==> config.mk <==
export PLATFORM = sky130hd
export DESIGN_NAME = bcd_ascii_ser_flat
export DESIGN_NICKNAME = d
export VERILOG_FILES = /design/src/rtl/bcd_ascii_ser_if.sv /design/src/rtl/bcd_ascii_ser.sv /design/src/flat_wrapper.sv
export SDC_FILE = /design/constraint.sdc
export NUM_CORES = 1
export LEC_CHECK = 0
export ABC_AREA = 1
export BUFFER_PORTS_ARGS = -buffer_cell sky130_fd_sc_hd__buf_2
export CAP_MARGIN = 40
export CORE_ASPECT_RATIO = 0.8
export CORE_UTILIZATION = 58
export DETAILED_ROUTE_END_ITERATION = 8
export PLACE_DENSITY_LB_ADDON = 0.1
export SYNTH_ARGS = -nofsm -noshare
export SYNTH_HDL_FRONTEND = slang
export SYNTH_SLANG_ARGS = --single-unit
export TNS_END_PERCENT = 100
==> constraint.sdc <==
create_clock -name clk_i -period 4.1 [get_ports clk_i]
set_input_delay 0.615 -clock clk_i [delete_from_list [all_inputs] [get_ports clk_i]]
set_output_delay 0.615 -clock clk_i [all_outputs]
set_load 0.005 [all_outputs]
==> src/rtl/bcd_ascii_ser_if.sv <==
// Handshake bundle for the BCD-to-ASCII serializer: BCD word in, ASCII characters out.
// Both sides use valid/ready: a beat moves on a clock edge where valid and ready are both 1.
interface bcd_ascii_ser_if;
  logic [39:0] bcd_data_i;
  logic        bcd_data_valid_i;
  logic        bcd_redy_o;
  logic [7:0]  ascii_data_o;
  logic        ascii_valid_o;
  logic        ascii_redy_i;
  logic        busy_o;

  modport slave (
    input  bcd_data_i,
    input  bcd_data_valid_i,
    input  ascii_redy_i,
    output bcd_redy_o,
    output ascii_data_o,
    output ascii_valid_o,
    output busy_o
  );

  modport master (
    output bcd_data_i,
    output bcd_data_valid_i,
    output ascii_redy_i,
    input  bcd_redy_o,
    input  ascii_data_o,
    input  ascii_valid_o,
    input  busy_o
  );
endinterface

==> src/rtl/bcd_ascii_ser.sv <==
// Serializes a 10-digit packed BCD word into ASCII characters, most significant digit first,
// with optional leading-zero suppression and an optional CR/LF terminator.
module bcd_ascii_ser #(
  parameter bit LZ_SUPPRESS = 1'b1,
  parameter bit APPEND_CRLF = 1'b1
) (
  input  logic               clk_i,
  input  logic               rstn_i,
  bcd_ascii_ser_if.slave     bus,
  output logic [1:0]         state_dbg_o
);

  typedef enum logic [1:0] {
    ST_IDLE = 2'd0,
    ST_SEND = 2'd1,
    ST_CR   = 2'd2,
    ST_LF   = 2'd3
  } state_t;

  state_t      state_q;
  state_t      state_d;
  logic [39:0] data_q;
  logic [3:0]  idx_q;
  logic [3:0]  lead_idx;
  logic [3:0]  load_idx;
  logic [3:0]  cur_digit;
  logic        accept;
  logic        xfer;
  logic        bcd_redy;
  logic        asc_valid;
  logic [7:0]  asc_data;
  logic        busy;

  assign accept    = bus.bcd_data_valid_i && bcd_redy;
  assign xfer      = asc_valid && bus.ascii_redy_i;
  assign cur_digit = 4'(data_q >> {idx_q, 2'b00});

  // Highest nonzero digit position wins; an all-zero word leaves 0 so one '0' is sent.
  always_comb begin
    lead_idx = 4'd0;
    for (int i = 0; i < 10; i++) begin
      if (bus.bcd_data_i[i*4 +: 4] != 4'd0) begin
        lead_idx = 4'(i);
      end
    end
  end

  assign load_idx = LZ_SUPPRESS ? lead_idx : 4'd9;

  // State register
  always_ff @(posedge clk_i or negedge rstn_i) begin
    if (!rstn_i) begin
      state_q <= ST_IDLE;
    end else begin
      state_q <= state_d;
    end
  end

  // Next-state logic
  always_comb begin
    state_d = state_q;
    case (state_q)
      ST_IDLE: if (accept) state_d = ST_SEND;
      ST_SEND: begin
        if (xfer && (idx_q == 4'd0)) begin
          state_d = APPEND_CRLF ? ST_CR : ST_IDLE;
        end
      end
      ST_CR:   if (xfer) state_d = ST_LF;
      ST_LF:   if (xfer) state_d = ST_IDLE;
      default: state_d = ST_IDLE;
    endcase
  end

  // Output logic; everything is a function of the registered state, so a stall holds it.
  always_comb begin
    bcd_redy  = 1'b0;
    asc_valid = 1'b0;
    asc_data  = 8'h00;
    busy      = 1'b1;
    case (state_q)
      ST_IDLE: begin
        bcd_redy = 1'b1;
        busy     = 1'b0;
      end
      ST_SEND: begin
        asc_valid = 1'b1;
        asc_data  = (cur_digit <= 4'd9) ? {4'h3, cur_digit} : 8'h3F;
      end
      ST_CR: begin
        asc_valid = 1'b1;
        asc_data  = 8'h0D;
      end
      ST_LF: begin
        asc_valid = 1'b1;
        asc_data  = 8'h0A;
      end
      default: begin
        bcd_redy  = 1'b0;
        asc_valid = 1'b0;
      end
    endcase
  end

  // Captured word and the index of the digit currently presented.
  always_ff @(posedge clk_i or negedge rstn_i) begin
    if (!rstn_i) begin
      data_q <= 40'd0;
      idx_q  <= 4'd0;
    end else if (accept) begin
      data_q <= bus.bcd_data_i;
      idx_q  <= load_idx;
    end else if ((state_q == ST_SEND) && xfer && (idx_q != 4'd0)) begin
      idx_q <= idx_q - 4'd1;
    end
  end

  assign bus.bcd_redy_o    = bcd_redy;
  assign bus.ascii_valid_o = asc_valid;
  assign bus.ascii_data_o  = asc_data;
  assign bus.busy_o        = busy;
  assign state_dbg_o       = state_q;

endmodule

==> src/flat_wrapper.sv <==
// flat-port wrapper written by rule: the top's interface ports become plain ports
module bcd_ascii_ser_flat 
#(
  parameter bit LZ_SUPPRESS = 1'b1,
  parameter bit APPEND_CRLF = 1'b1
)
  (clk_i, rstn_i, state_dbg_o, bus_bcd_data_i, bus_bcd_data_valid_i, bus_ascii_redy_i, bus_bcd_redy_o, bus_ascii_data_o, bus_ascii_valid_o, bus_busy_o);
  bcd_ascii_ser_if bus_i ();
  input  logic clk_i;
  input  logic rstn_i;
  output logic [1:0] state_dbg_o;
  input wire logic [$bits(bus_i.bcd_data_i)-1:0] bus_bcd_data_i;
  input wire logic [$bits(bus_i.bcd_data_valid_i)-1:0] bus_bcd_data_valid_i;
  input wire logic [$bits(bus_i.ascii_redy_i)-1:0] bus_ascii_redy_i;
  output wire logic [$bits(bus_i.bcd_redy_o)-1:0] bus_bcd_redy_o;
  output wire logic [$bits(bus_i.ascii_data_o)-1:0] bus_ascii_data_o;
  output wire logic [$bits(bus_i.ascii_valid_o)-1:0] bus_ascii_valid_o;
  output wire logic [$bits(bus_i.busy_o)-1:0] bus_busy_o;
  assign bus_i.bcd_data_i = bus_bcd_data_i;
  assign bus_i.bcd_data_valid_i = bus_bcd_data_valid_i;
  assign bus_i.ascii_redy_i = bus_ascii_redy_i;
  assign bus_bcd_redy_o = bus_i.bcd_redy_o;
  assign bus_ascii_data_o = bus_i.ascii_data_o;
  assign bus_ascii_valid_o = bus_i.ascii_valid_o;
  assign bus_busy_o = bus_i.busy_o;
  bcd_ascii_ser #(.LZ_SUPPRESS(LZ_SUPPRESS), .APPEND_CRLF(APPEND_CRLF)) u_core (.clk_i(clk_i), .rstn_i(rstn_i), .bus(bus_i), .state_dbg_o(state_dbg_o));
endmodule
-- Word-level counts from Yosys, hierarchy flattened
Cells that the tools add are included.
- memories kept: 0
- register bits: 46
- latch bits: 0
- logic and storage cells: 54
- ROM bits: 0
- bits of input ports: 44
- output and inout bits: 13
- bits in writable memories: 0
- eq/ne operators: 7
- bitwise operators: 0
- $lt $le $gt $ge: 1
- reduce and logical (&&, ||, !) cells: 20
- $add $sub $neg: 1
- multiplexer cells: 21
- shifts and indexed selects: 1
- divide/modulo/power cells: 0
- multipliers: 0
- operators by type and width (cell ; count):
    $mux W4 ; 11
    $reduce_bool A4 Y1 ; 10
    $shr A40 B6 Y4 ; 1
    $pmux W8 S3 ; 1
    $mux W2 ; 4
    $ne A2 B1 Y1 const B ; 4
    $pmux W2 S4 ; 1
    $logic_and A1 B1 Y1 ; 5
    $eq A2 B2 Y1 const B ; 2
    $le A4 B4 Y1 const B ; 1
    $logic_not A4 Y1 ; 1
    $mux W1 ; 4
    $reduce_and A4 Y1 ; 1
    $sub A4 B1 Y4 const B ; 1
    $reduce_or A3 Y1 ; 1
    $eq A2 B1 Y1 const B ; 1
    $logic_not A2 Y1 ; 1
    $reduce_bool A2 Y1 ; 1

-- Longest topological paths before layout
Gate-level depths: netlist (run 1).
- word-level depth: 11
- mapped depth: 13
- gate-level depth less buffers: 13

-- Worst setup path before layout (run 1)
No wires, ideal clock.
- path kind: register to output
- start point: reg u_core.idx_q[0]
- end point: out bus_ascii_data_o[1]
- path slack: 2220 ps
- data arrival time: 1265 ps
- buffers on the path: 2
- required time: 3485 ps
- stages on the path, launching flop included: 14
- cell sequence: dfrtp_1 -> buf_6 -> inv_4 -> buf_6 -> nand2_1 -> nand2_1 -> nand2_1 -> nand3_1 -> nand3_1 -> nand2_1 -> a21oi_2 -> nor2_1 -> nor2_1 -> nor2_1
- cells in the longest elaborated chain, start to end: 4
- RTL lines (what ; RTL line ; source):
    from (decl) ; bcd_ascii_ser.sv:23 ; logic [3:0] idx_q;
    from (signal assigned) ; bcd_ascii_ser.sv:112 ; idx_q <= load_idx;
    from (signal assigned) ; bcd_ascii_ser.sv:114 ; idx_q <= idx_q - 4'd1;
    $shr A40 B6 Y4 (*) ; bcd_ascii_ser.sv:36 ; assign cur_digit = 4'(data_q >> {idx_q, 2'b00});
    $le A4 B4 Y1 ; bcd_ascii_ser.sv:88 ; asc_data = (cur_digit <= 4'd9) ? {4'h3, cur_digit} : 8'h3F;
    $mux W4 (*) ; bcd_ascii_ser.sv:88 ;
    $pmux W8 S3 (*) ; bcd_ascii_ser.sv:81 ; case (state_q)
    to (decl) ; flat_wrapper.sv:16 ; output wire logic [$bits(bus_i.ascii_data_o)-1:0] bus_ascii_data_o;
Mark *: on every way between the ends. The rest lies on a longest branch, timed or not.

-- Worst setup path after layout (run 1)
- start point: reg u_core.idx_q[0]
- end point: out bus_ascii_data_o[0]
The elaborated chain is that of the path after synthesis.

==> results of run 1 <==
-- worst max path at each step --
stage / start / to / slack, ps / cells after the start
after floorplan: u_core.idx_q[0] / bus_ascii_data_o[1] / 2220 / 13
after global placement: u_core.idx_q[0] / bus_ascii_data_o[0] / 1600 / 12
after detailed placement: u_core.idx_q[0] / bus_ascii_data_o[0] / 1540 / 12
after CTS: u_core.idx_q[0] / bus_ascii_data_o[0] / 1190 / 12
after global routing: u_core.idx_q[0] / bus_ascii_data_o[0] / 930 / 12
final: u_core.idx_q[0] / bus_ascii_data_o[0] / 1150 / 12
-- synthesized netlist by cell type --
cell type / count / area (um^2)
nor4_1: 1 / 6.260
nor2_1: 22 / 82.58
nand2_1: 133 / 499.2
nand3_1: 18 / 90.09
inv_4: 1 / 6.260
ha_1: 5 / 62.56
a211oi_1: 1 / 7.510
buf_4: 5 / 37.54
dfrtp_1: 46 / 1151
o21ai_1: 5 / 25.02
conb_1: 1 / 3.750
or2_2: 1 / 6.260
a21oi_4: 1 / 16.27
o21ai_0: 42 / 210.2
o22ai_1: 2 / 12.51
buf_6: 4 / 45.04
nand2_2: 2 / 12.51
nor3_1: 3 / 15.01
or2_1: 1 / 6.260
clkbuf_1: 6 / 22.52
buf_2: 2 / 10.01
buf_1: 1 / 3.750
a21oi_1: 7 / 35.03
a21oi_2: 1 / 8.760
nand4_1: 6 / 37.54
inv_1: 56 / 210.2
-- sequential cells by signal (all words and copies together), names as in the netlist --
signal / count
u_core.data_q: 40
u_core.idx_q: 4
u_core.state_dbg_o: 2
-- worst max-delay path, delay by kind of cell, from the launching register on --
kind | cells | cell delay (ps)
compound gates | 1 | 150
flops | 1 | 850
simple gates | 9 | 680
buf+inv | 2 | 350
-- metrics by stage --
step / utilization / hold slack, ps / setup slack, ps / instances
6_report: 0.6978 / 253.8 / 1155 / 477
5_1_grt: 0.6978 / 283.8 / 931.3 / 477
4_1_cts: 0.6978 / 269.8 / 1191 / 477
3_5_place_dp: 0.6767 / 473.4 / 1541 / 469
3_3_place_gp: 0.6720 / 468.0 / 1596 / 468
2_1_floorplan: - / 319.4 / 2220 / 374
-- cell families (layout without fill, tap and decap cells) --
logic type	count (synthesis)	count (layout)	share of synthesized area
AOI/OAI and AO/OA	59	59	0.1202
adders and majority gates	5	5	0.02384
buffers and inverters	75	121	0.1278
DFF	46	46	0.4387
other	1	2	0.001429
and+or+nand+nor	187	187	0.2880
-- power breakdown --
| part | internal, W | total (W) | switching (W) | leakage (nW) |
|---|---|---|---|---|
| Clock | 0.000120 | 0.000284 | 0.000164 | 0.0441 |
| Sequential | 0.000669 | 0.000860 | 0.000191 | 0.572 |
| Combinational | 0.000378 | 0.000987 | 0.000608 | 1.08 |
-- final cells by class --
type	instances	area, um^2	share of cell area
Clock buffer	5	68.82	0.02317
Clock inverter	3	21.27	0.007161
Tap cell	57	71.32	0.02401
Timing Repair Buffer	56	297.8	0.1003
Multi-Input combinational cell	253	1144	0.3850
Inverter	57	216.5	0.07287
Sequential cell	46	1151	0.3875
-- routing by layer --
layer	up-vias	track usage
met5	-	0
met2	72	0.3706
met1	1049	0.4159
met3	7	0.04853
li1	1236	-
met4	0	0.08491
==> flow_metrics.tcl, run 1 <==
set metrics [dict create \
    highest_layer "met4" \
    fin_crit_ps 2945 \
    crit_path_max_incr_delay_ps 850 \
    clk_latency_ps 310 \
    drt-initial-drc-count 200 \
    io_pins 57 \
    status "finished clean" \
    path_class "reg2out" \
    rows 21 \
    die_area_um2 4798 \
    hold_class "in2async" \
    routed-wl-met3_um 327 \
    cp.required_ps 3480 \
    yosys_warnings 0 \
    diodes 0 \
    max_cap_violations 0 \
    avgSynthCellArea_um2 7.034 \
    path_cells "inv_4 -> nand2_1 -> nand2_1 -> nand2_1 -> nand3_1 -> nand3_1 -> nand2_1 -> o21ai_1 -> nand2_1 -> nand2_1 -> nand2_1 -> buf_2" \
    finalClockSkew_ps 3.050 \
    clockBufferDepth 2 \
    vdd_drop_max_uv 340.2 \
    finalSetupTns_ps 0 \
    r2r_end "u_core.idx_q[3]" \
    endpoint_kind "output pin" \
    cts_setup_buffers 0 \
    ys_ff_latch 46 \
    area_delta_synth_final_pct 13.21 \
    fin_nets 468 \
    path_clk_slew_ps 90 \
    place.gp.congestion 0.9003 \
    gr-total-overflow 0 \
    power.leakage_nw 1.698 \
    path_common_cell "nand2_1" \
    htreeDepth 2 \
    tritoncts "built" \
    hpwl_mm 4.321 \
    r2r_start "u_core.state_dbg_o[0]" \
    finalCritPeriodShare 0.7183 \
    coreArea_um2 4257 \
    die-height_um 62.16 \
    portBuffers 54 \
    netlist_instances 373 \
    synth.distinct_cells 26 \
    max_slew_margin 0.4919 \
    grt_pass1_wl_mm 9.970 \
    final_hold_viol_count 0 \
    wl_per_cell_um 12.26 \
    final_area_um2 2970 \
    pwr_density_cell_nw_per_um2 717.3 \
    layout_commonest_cell "nand2_1" \
    cp.arrival_ps 2330 \
    synth_area_um2 2624 \
    power_w 0.002131 \
    routed_wl_mm 5.849 \
    final_antenna_net_count 0 \
    die_width_um 77.20 \
    dr.pass1.iters 5 \
    cp-start-kind "register" \
    r2r_setup_slack_ps 1900 \
    crit_fanout 25 \
    grt.total_usage 0.2663 \
    drc 0 \
    drv_slew 0 \
    met1_length_mm 3.014 \
    viasPerCell 4.956 \
    drive_gt1_frac 0.1690 \
    rsz0062_at_grt "false" \
    initial_core_util 0.6164 \
    critPathSlowestCell "dfrtp_1" \
    cts_made_buffers 5 \
    grt_max_degree 52 \
    place_area_um2 2880 \
    routed-via-count 2364 \
    route.met2.wl_mm 2.433 \
    ctsResizeCount 0 \
    grt_pass1_vias 2111 \
    setup_viol 0 \
    r2r_cells 8 \
    max_freq_ghz 0.3395 \
    ctsHoldBuffers 0 \
    worstMarginPinSlew_ps 762.1 \
    ys_seq_area_frac 0.4387 \
    antenna_found_initial 0 \
    cts_sinks 46 \
    cts_root_buf "clkbuf_8" \
    final_cell_mix "132 x nand2_1, 56 x inv_1, 54 x buf_2, 46 x dfrtp_1, 42 x o21ai_0" \
    n_fill_cell 398 \
]
(Power assumes the default switching activity.)
==> run 2, diff against run 1 <==
--- a/config.mk
+++ b/config.mk
@@ -9,7 +9,7 @@
 export BUFFER_PORTS_ARGS = -buffer_cell sky130_fd_sc_hd__buf_2
 export CAP_MARGIN = 40
 export CORE_ASPECT_RATIO = 0.8
-export CORE_UTILIZATION = 58
+export CORE_UTILIZATION = 54
 export DETAILED_ROUTE_END_ITERATION = 8
 export PLACE_DENSITY_LB_ADDON = 0.1
 export SYNTH_ARGS = -nofsm -noshare
==> constraint.sdc (replaced) <==
create_clock -name clk_i -period 3 [get_ports clk_i]
set_input_delay 0.45 -clock clk_i [delete_from_list [all_inputs] [get_ports clk_i]]
set_output_delay 0.45 -clock clk_i [all_outputs]
set_load 0.005 [all_outputs]
==> run 2 against run 1 <==
Global-route usage shrank 0.89 points. Clock skew grew 5.6 ps. Critical path depth shrank 2. Setup slack lost 950 ps. Via count grew 2.2%. Register-to-register slack lost 1300 ps. Die area grew 7.2%. Largest power group unchanged.
==> flow_metrics.tcl, run 2 (synthesized netlist as in run 1, its figures left out) <==
set metrics [dict create \
    status "finished clean" \
    final_util 0.6431 \
    max_freq_ghz 0.3579 \
    finalSetupTns_ps 0 \
    rsz0062_at_grt "false" \
    crit_path_max_incr_delay_ps 850 \
    drt-initial-drc-count 193 \
    swShare 0.4528 \
    place.gp.congestion 0.9420 \
    layout_commonest_cell "nand2_1" \
    area_delta_synth_final_pct 13.35 \
    diodes 0 \
    hold_class "in2async" \
    holdWs_ps 111.0 \
    dr.pass1.iters 4 \
    power_w 0.002917 \
    critPathSlowestCell "dfrtp_1" \
    cts_root_buf "clkbuf_8" \
    vdd_drop_max_uv 529.5 \
    ctsHoldBuffers 0 \
    r2r_end "u_core.idx_q[3]" \
    intPower_w 0.001596 \
    comb_power_share 0.462 \
    finalClockSkew_ps 8.657 \
    max_slew_margin 0.4895 \
    grt.total_usage 0.2574 \
    crit_fanout 25 \
    cp-start-kind "register" \
    largest_reg_flops 40 \
    p_seq_frac 0.407 \
    pwr_density_cell_nw_per_um2 980.7 \
    cp.required_ps 2550 \
    pwr-share-clk 0.131 \
    path_common_cell "nand2_1" \
    path_class "reg2out" \
    finalCritPeriodShare 0.9313 \
    hpwl_mm 4.495 \
    drive_gt1_frac 0.1690 \
    final_cell_mix "132 x nand2_1, 56 x inv_1, 54 x buf_2, 46 x dfrtp_1, 42 x o21ai_0" \
    setup_viol 0 \
    final_antenna_net_count 0 \
    tritoncts "built" \
    fin_nets 468 \
    cts_setup_buffers 0 \
    ctsResizeCount 0 \
    endpoint_kind "output pin" \
    path_clk_slew_ps 90 \
    n_fill_cell 426 \
    grt_pass1_wl_mm 9.949 \
    final_hold_viol_count 0 \
    portBuffers 54 \
    rows 22 \
    wl_per_cell_um 12.40 \
    path_cells "inv_4 -> nand2_1 -> a21oi_1 -> nor3_1 -> nor2_1 -> a21oi_1 -> nand2_1 -> nand2_1 -> nand2_1 -> buf_2" \
    routed-via-count 2415 \
    htreeDepth 2 \
    cts_made_buffers 5 \
    largest-register "u_core.data_q" \
    drc 0 \
    fin_crit_ps 2794 \
    io_pins 57 \
    r2r_setup_slack_ps 620 \
    die_width_um 79.93 \
    gr-total-overflow 0 \
    grt_max_degree 39 \
    p_sw_w 0.001321 \
    drv_slew 0 \
    cts_sinks 46 \
    worstMarginPinSlew_ps 765.7 \
    viasPerCell 5.031 \
    routed_wl_mm 5.953 \
    r2r_cells 8 \
    initial_core_util 0.5674 \
    grt_pass1_vias 2143 \
    antenna_found_initial 0 \
    clk_latency_ps 310 \
    cp.arrival_ps 2340 \
    coreArea_um2 4624 \
    clockBufferDepth 2 \
    r2r_start "u_core.state_dbg_o[0]" \
    die-height_um 64.35 \
    max_cap_violations 0 \
    die_area_um2 5143 \
    power.leakage_nw 1.698 \
]
## run 2: how the worst max path moves through the flow
| stage | from | end | slack, ps | cells past startpoint |
|---|---|---|---|---|
| 2_1_floorplan | u_core.idx_q[0] | bus_ascii_data_o[1] | 1280 | 13 |
| 3_3_place_gp | u_core.state_dbg_o[0] | u_core.idx_q[3] | 700 | 8 |
| 3_5_place_dp | u_core.idx_q[0] | bus_ascii_data_o[0] | 620 | 12 |
| 4_1_cts | u_core.idx_q[0] | bus_ascii_data_o[0] | 240 | 10 |
| 5_1_grt | u_core.idx_q[0] | bus_ascii_data_o[0] | 30 | 12 |
| 6_report | u_core.idx_q[0] | bus_ascii_data_o[0] | 210 | 10 |
## run 2: layer usage
metal,track usage,routed length [um],vias to the layer above
met2,0.3739,2525,80
met1,0.3734,3048,1089
met5,0,0,-
li1,-,-,1242
met3,0.06000,320,4
met4,0.09375,58,0
## run 2: final cells by class
type / count / area, um^2 / share of cell area
Sequential cell: 46 / 1151 / 0.3870
Multi-Input combinational cell: 253 / 1144 / 0.3845
Timing Repair Buffer: 56 / 297.8 / 0.1001
Inverter: 57 / 216.5 / 0.07278
Tap cell: 60 / 75.07 / 0.02524
Clock buffer: 5 / 68.82 / 0.02314
Clock inverter: 3 / 21.27 / 0.007152
## run 2: critical path, delay by kind of cell, from the launching register on
kind | cells | cell delay (ps)
DFF | 1 | 850
and+or+nand+nor | 6 | 590
buffers and inverters | 2 | 340
AOI/OAI and AO/OA | 2 | 250
## run 2: through the flow
step,cells,worst slack (ps),cell area [um^2]
floorplan,374,1285,2628
global placement,471,699.9,2864
detailed placement,472,616.1,2884
CTS,480,240.7,2974
global route,480,25.79,2974
finish,480,206.1,2974
## run 2: power groups by stage
stage          Clock (W)  Combinational (W)  Sequential, W
5_1_grt         0.000415            0.00155        0.00123
3_3_place_gp           0            0.00129        0.00118
3_5_place_dp           0            0.00134        0.00119
2_1_floorplan          0            0.00114        0.00105
6_report        0.000382            0.00135        0.00119
4_1_cts         0.000388            0.00135        0.00118
==> run 3, diff against run 2 <==
--- a/config.mk
+++ b/config.mk
@@ -12,6 +12,7 @@
 export CORE_UTILIZATION = 54
 export DETAILED_ROUTE_END_ITERATION = 8
 export PLACE_DENSITY_LB_ADDON = 0.1
+export REMOVE_ABC_BUFFERS = 1
 export SYNTH_ARGS = -nofsm -noshare
 export SYNTH_HDL_FRONTEND = slang
 export SYNTH_SLANG_ARGS = --single-unit
==> run 3 against run 2 <==
Hold slack got worse by 100 ps. Global-route usage rose by 0.21 points. Sequential power fell by 3%. Clock skew fell by 5.0 ps. Final cell count rose by 0.21%. Non-clock buffer count rose by 2. Critical path type unchanged.
==> flow_metrics.tcl, run 3 (synthesized netlist as in run 1, its figures left out) <==
set metrics [dict create \
    multi_input_area_um2 1144 \
    cts_made_buffers 5 \
    ctsResizeCount 0 \
    path_class "reg2out" \
    layout_commonest_cell "nand2_1" \
    finalClockSkew_ps 3.621 \
    finalCritPeriodShare 0.8548 \
    area_delta_synth_final_pct 13.50 \
    intPower_w 0.001602 \
    die-height_um 64.35 \
    dp_slack_ps 797.8 \
    cp-start-kind "register" \
    crit_fanout 21 \
    cts_root_buf "clkbuf_8" \
    grt_pass1_wl_mm 10.07 \
    max_cap_violations 0 \
    holdWs_ps 8.291 \
    largest_reg_flops 40 \
    die_area_um2 5143 \
    place.gp.congestion 0.9634 \
    setup_viol 0 \
    io_pins 57 \
    clockBufferDepth 2 \
    vdd_drop_max_uv 499.2 \
    hold_class "in2async" \
    coreArea_um2 4624 \
    viasPerCell 4.996 \
    drc 0 \
    max_freq_ghz 0.3899 \
    fin_nets 470 \
    comb_power_share 0.477 \
    cp.required_ps 2550 \
    gr-total-overflow 0 \
    final_hold_viol_count 0 \
    grt_pass1_vias 2241 \
    cts_setup_buffers 0 \
    ctsHoldBuffers 0 \
    cts_sinks 46 \
    clk_latency_ps 300 \
    power.leakage_nw 1.707 \
    portBuffers 54 \
    routed_wl_mm 5.742 \
    pwr-share-clk 0.125 \
    drv_slew 0 \
    rows 22 \
    die_width_um 79.93 \
    tritoncts "built" \
    path_clk_slew_ps 80 \
    p_sw_w 0.001291 \
    final_cell_mix "132 x nand2_1, 56 x inv_1, 54 x buf_2, 46 x dfrtp_1, 42 x o21ai_0" \
    seqCellArea_um2 1151 \
    worstMarginPinSlew_ps 589.0 \
    cp.arrival_ps 2110 \
    p_seq_frac 0.398 \
    initial_core_util 0.5674 \
    n_fill_cell 441 \
    grt_max_degree 41 \
    diodes 0 \
    endpoint_kind "output pin" \
    pwr_density_cell_nw_per_um2 971.4 \
    setup_slack_ps 435.6 \
    status "finished clean" \
    final_antenna_net_count 0 \
    layout.cells.non_filler 481 \
    dr.pass1.iters 4 \
    fin_crit_ps 2564 \
    hpwl_mm 4.319 \
    max_slew_margin 0.6069 \
    grt.total_usage 0.2595 \
    antenna_found_initial 0 \
    place_inst 474 \
    finalSetupTns_ps 0 \
    htreeDepth 2 \
    swShare 0.4462 \
    largest-register "u_core.data_q" \
    drive_gt1_frac 0.1710 \
    routed-via-count 2403 \
    drt-initial-drc-count 206 \
    wl_per_cell_um 11.94 \
    rsz0062_at_grt "false" \
]
==> run 3: cell type report <==
type | count | share of cell area
well taps | 60 | 0.02521
inverters | 57 | 0.07269
repair buffers | 58 | 0.1050
clock inverters | 2 | 0.003361
multi-input cells | 253 | 0.3840
clock buffers | 5 | 0.02311
flip-flops and latches | 46 | 0.3866
==> run 3: metrics by stage <==
stage,power [W],cell area [um^2],utilization
after floorplan,0.002077,2509,-
final,0.002893,2978,0.6439
after global placement,0.002492,2879,0.6226
after CTS,0.002897,2978,0.6439
after global routing,0.003206,2978,0.6439
after detailed placement,0.002529,2899,0.6269
==> run 3: per-layer routing <==
layer / global-route usage / vias up / wire length [um] / part of all wire
li1: - / 1245 / - / -
met1: 0.3761 / 1081 / 2943 / 0.51
met2: 0.3814 / 66 / 2426 / 0.42
met3: 0.04714 / 11 / 251 / 0.044
met4: 0.1049 / 0 / 121 / 0.021
met5: 0 / - / 0 / 0
==> run 3: final timing paths <==
check                                      start                    end  slack, ps  cells after the start
min                                       rstn_i  u_core.state_dbg_o[1]          8                      1
min in group clk_i             bus_bcd_data_i[3]       u_core.data_q[3]        340                      3
min reg2reg                     u_core.data_q[3]       u_core.data_q[3]        490                      2
max reg2reg                u_core.state_dbg_o[0]        u_core.idx_q[1]        940                      7
max in group asynchronous                 rstn_i      u_core.data_q[22]       2520                      2
max                              u_core.idx_q[0]    bus_ascii_data_o[1]        440                     10
==> run 3: critical path: stages (launching register included) <==
cell,delay [ps]
dfrtp_1,660
inv_4,190
o21ai_0,230
nand3_1,140
nand3_1,110
nand2_2,70
a21oi_2,100
nor2_1,40
nor2_1,100
nor2_1,50
buf_2,120
==> run 3: power by group through the flow <==
stage          combinational, W  clock (W)  sequential [W]
3_3_place_gp            0.00134          0         0.00115
4_1_cts                 0.00138   0.000369         0.00114
3_5_place_dp            0.00138          0         0.00115
5_1_grt                 0.00162   0.000408         0.00118
2_1_floorplan          0.000982          0         0.00110
6_report                0.00138   0.000361         0.00115
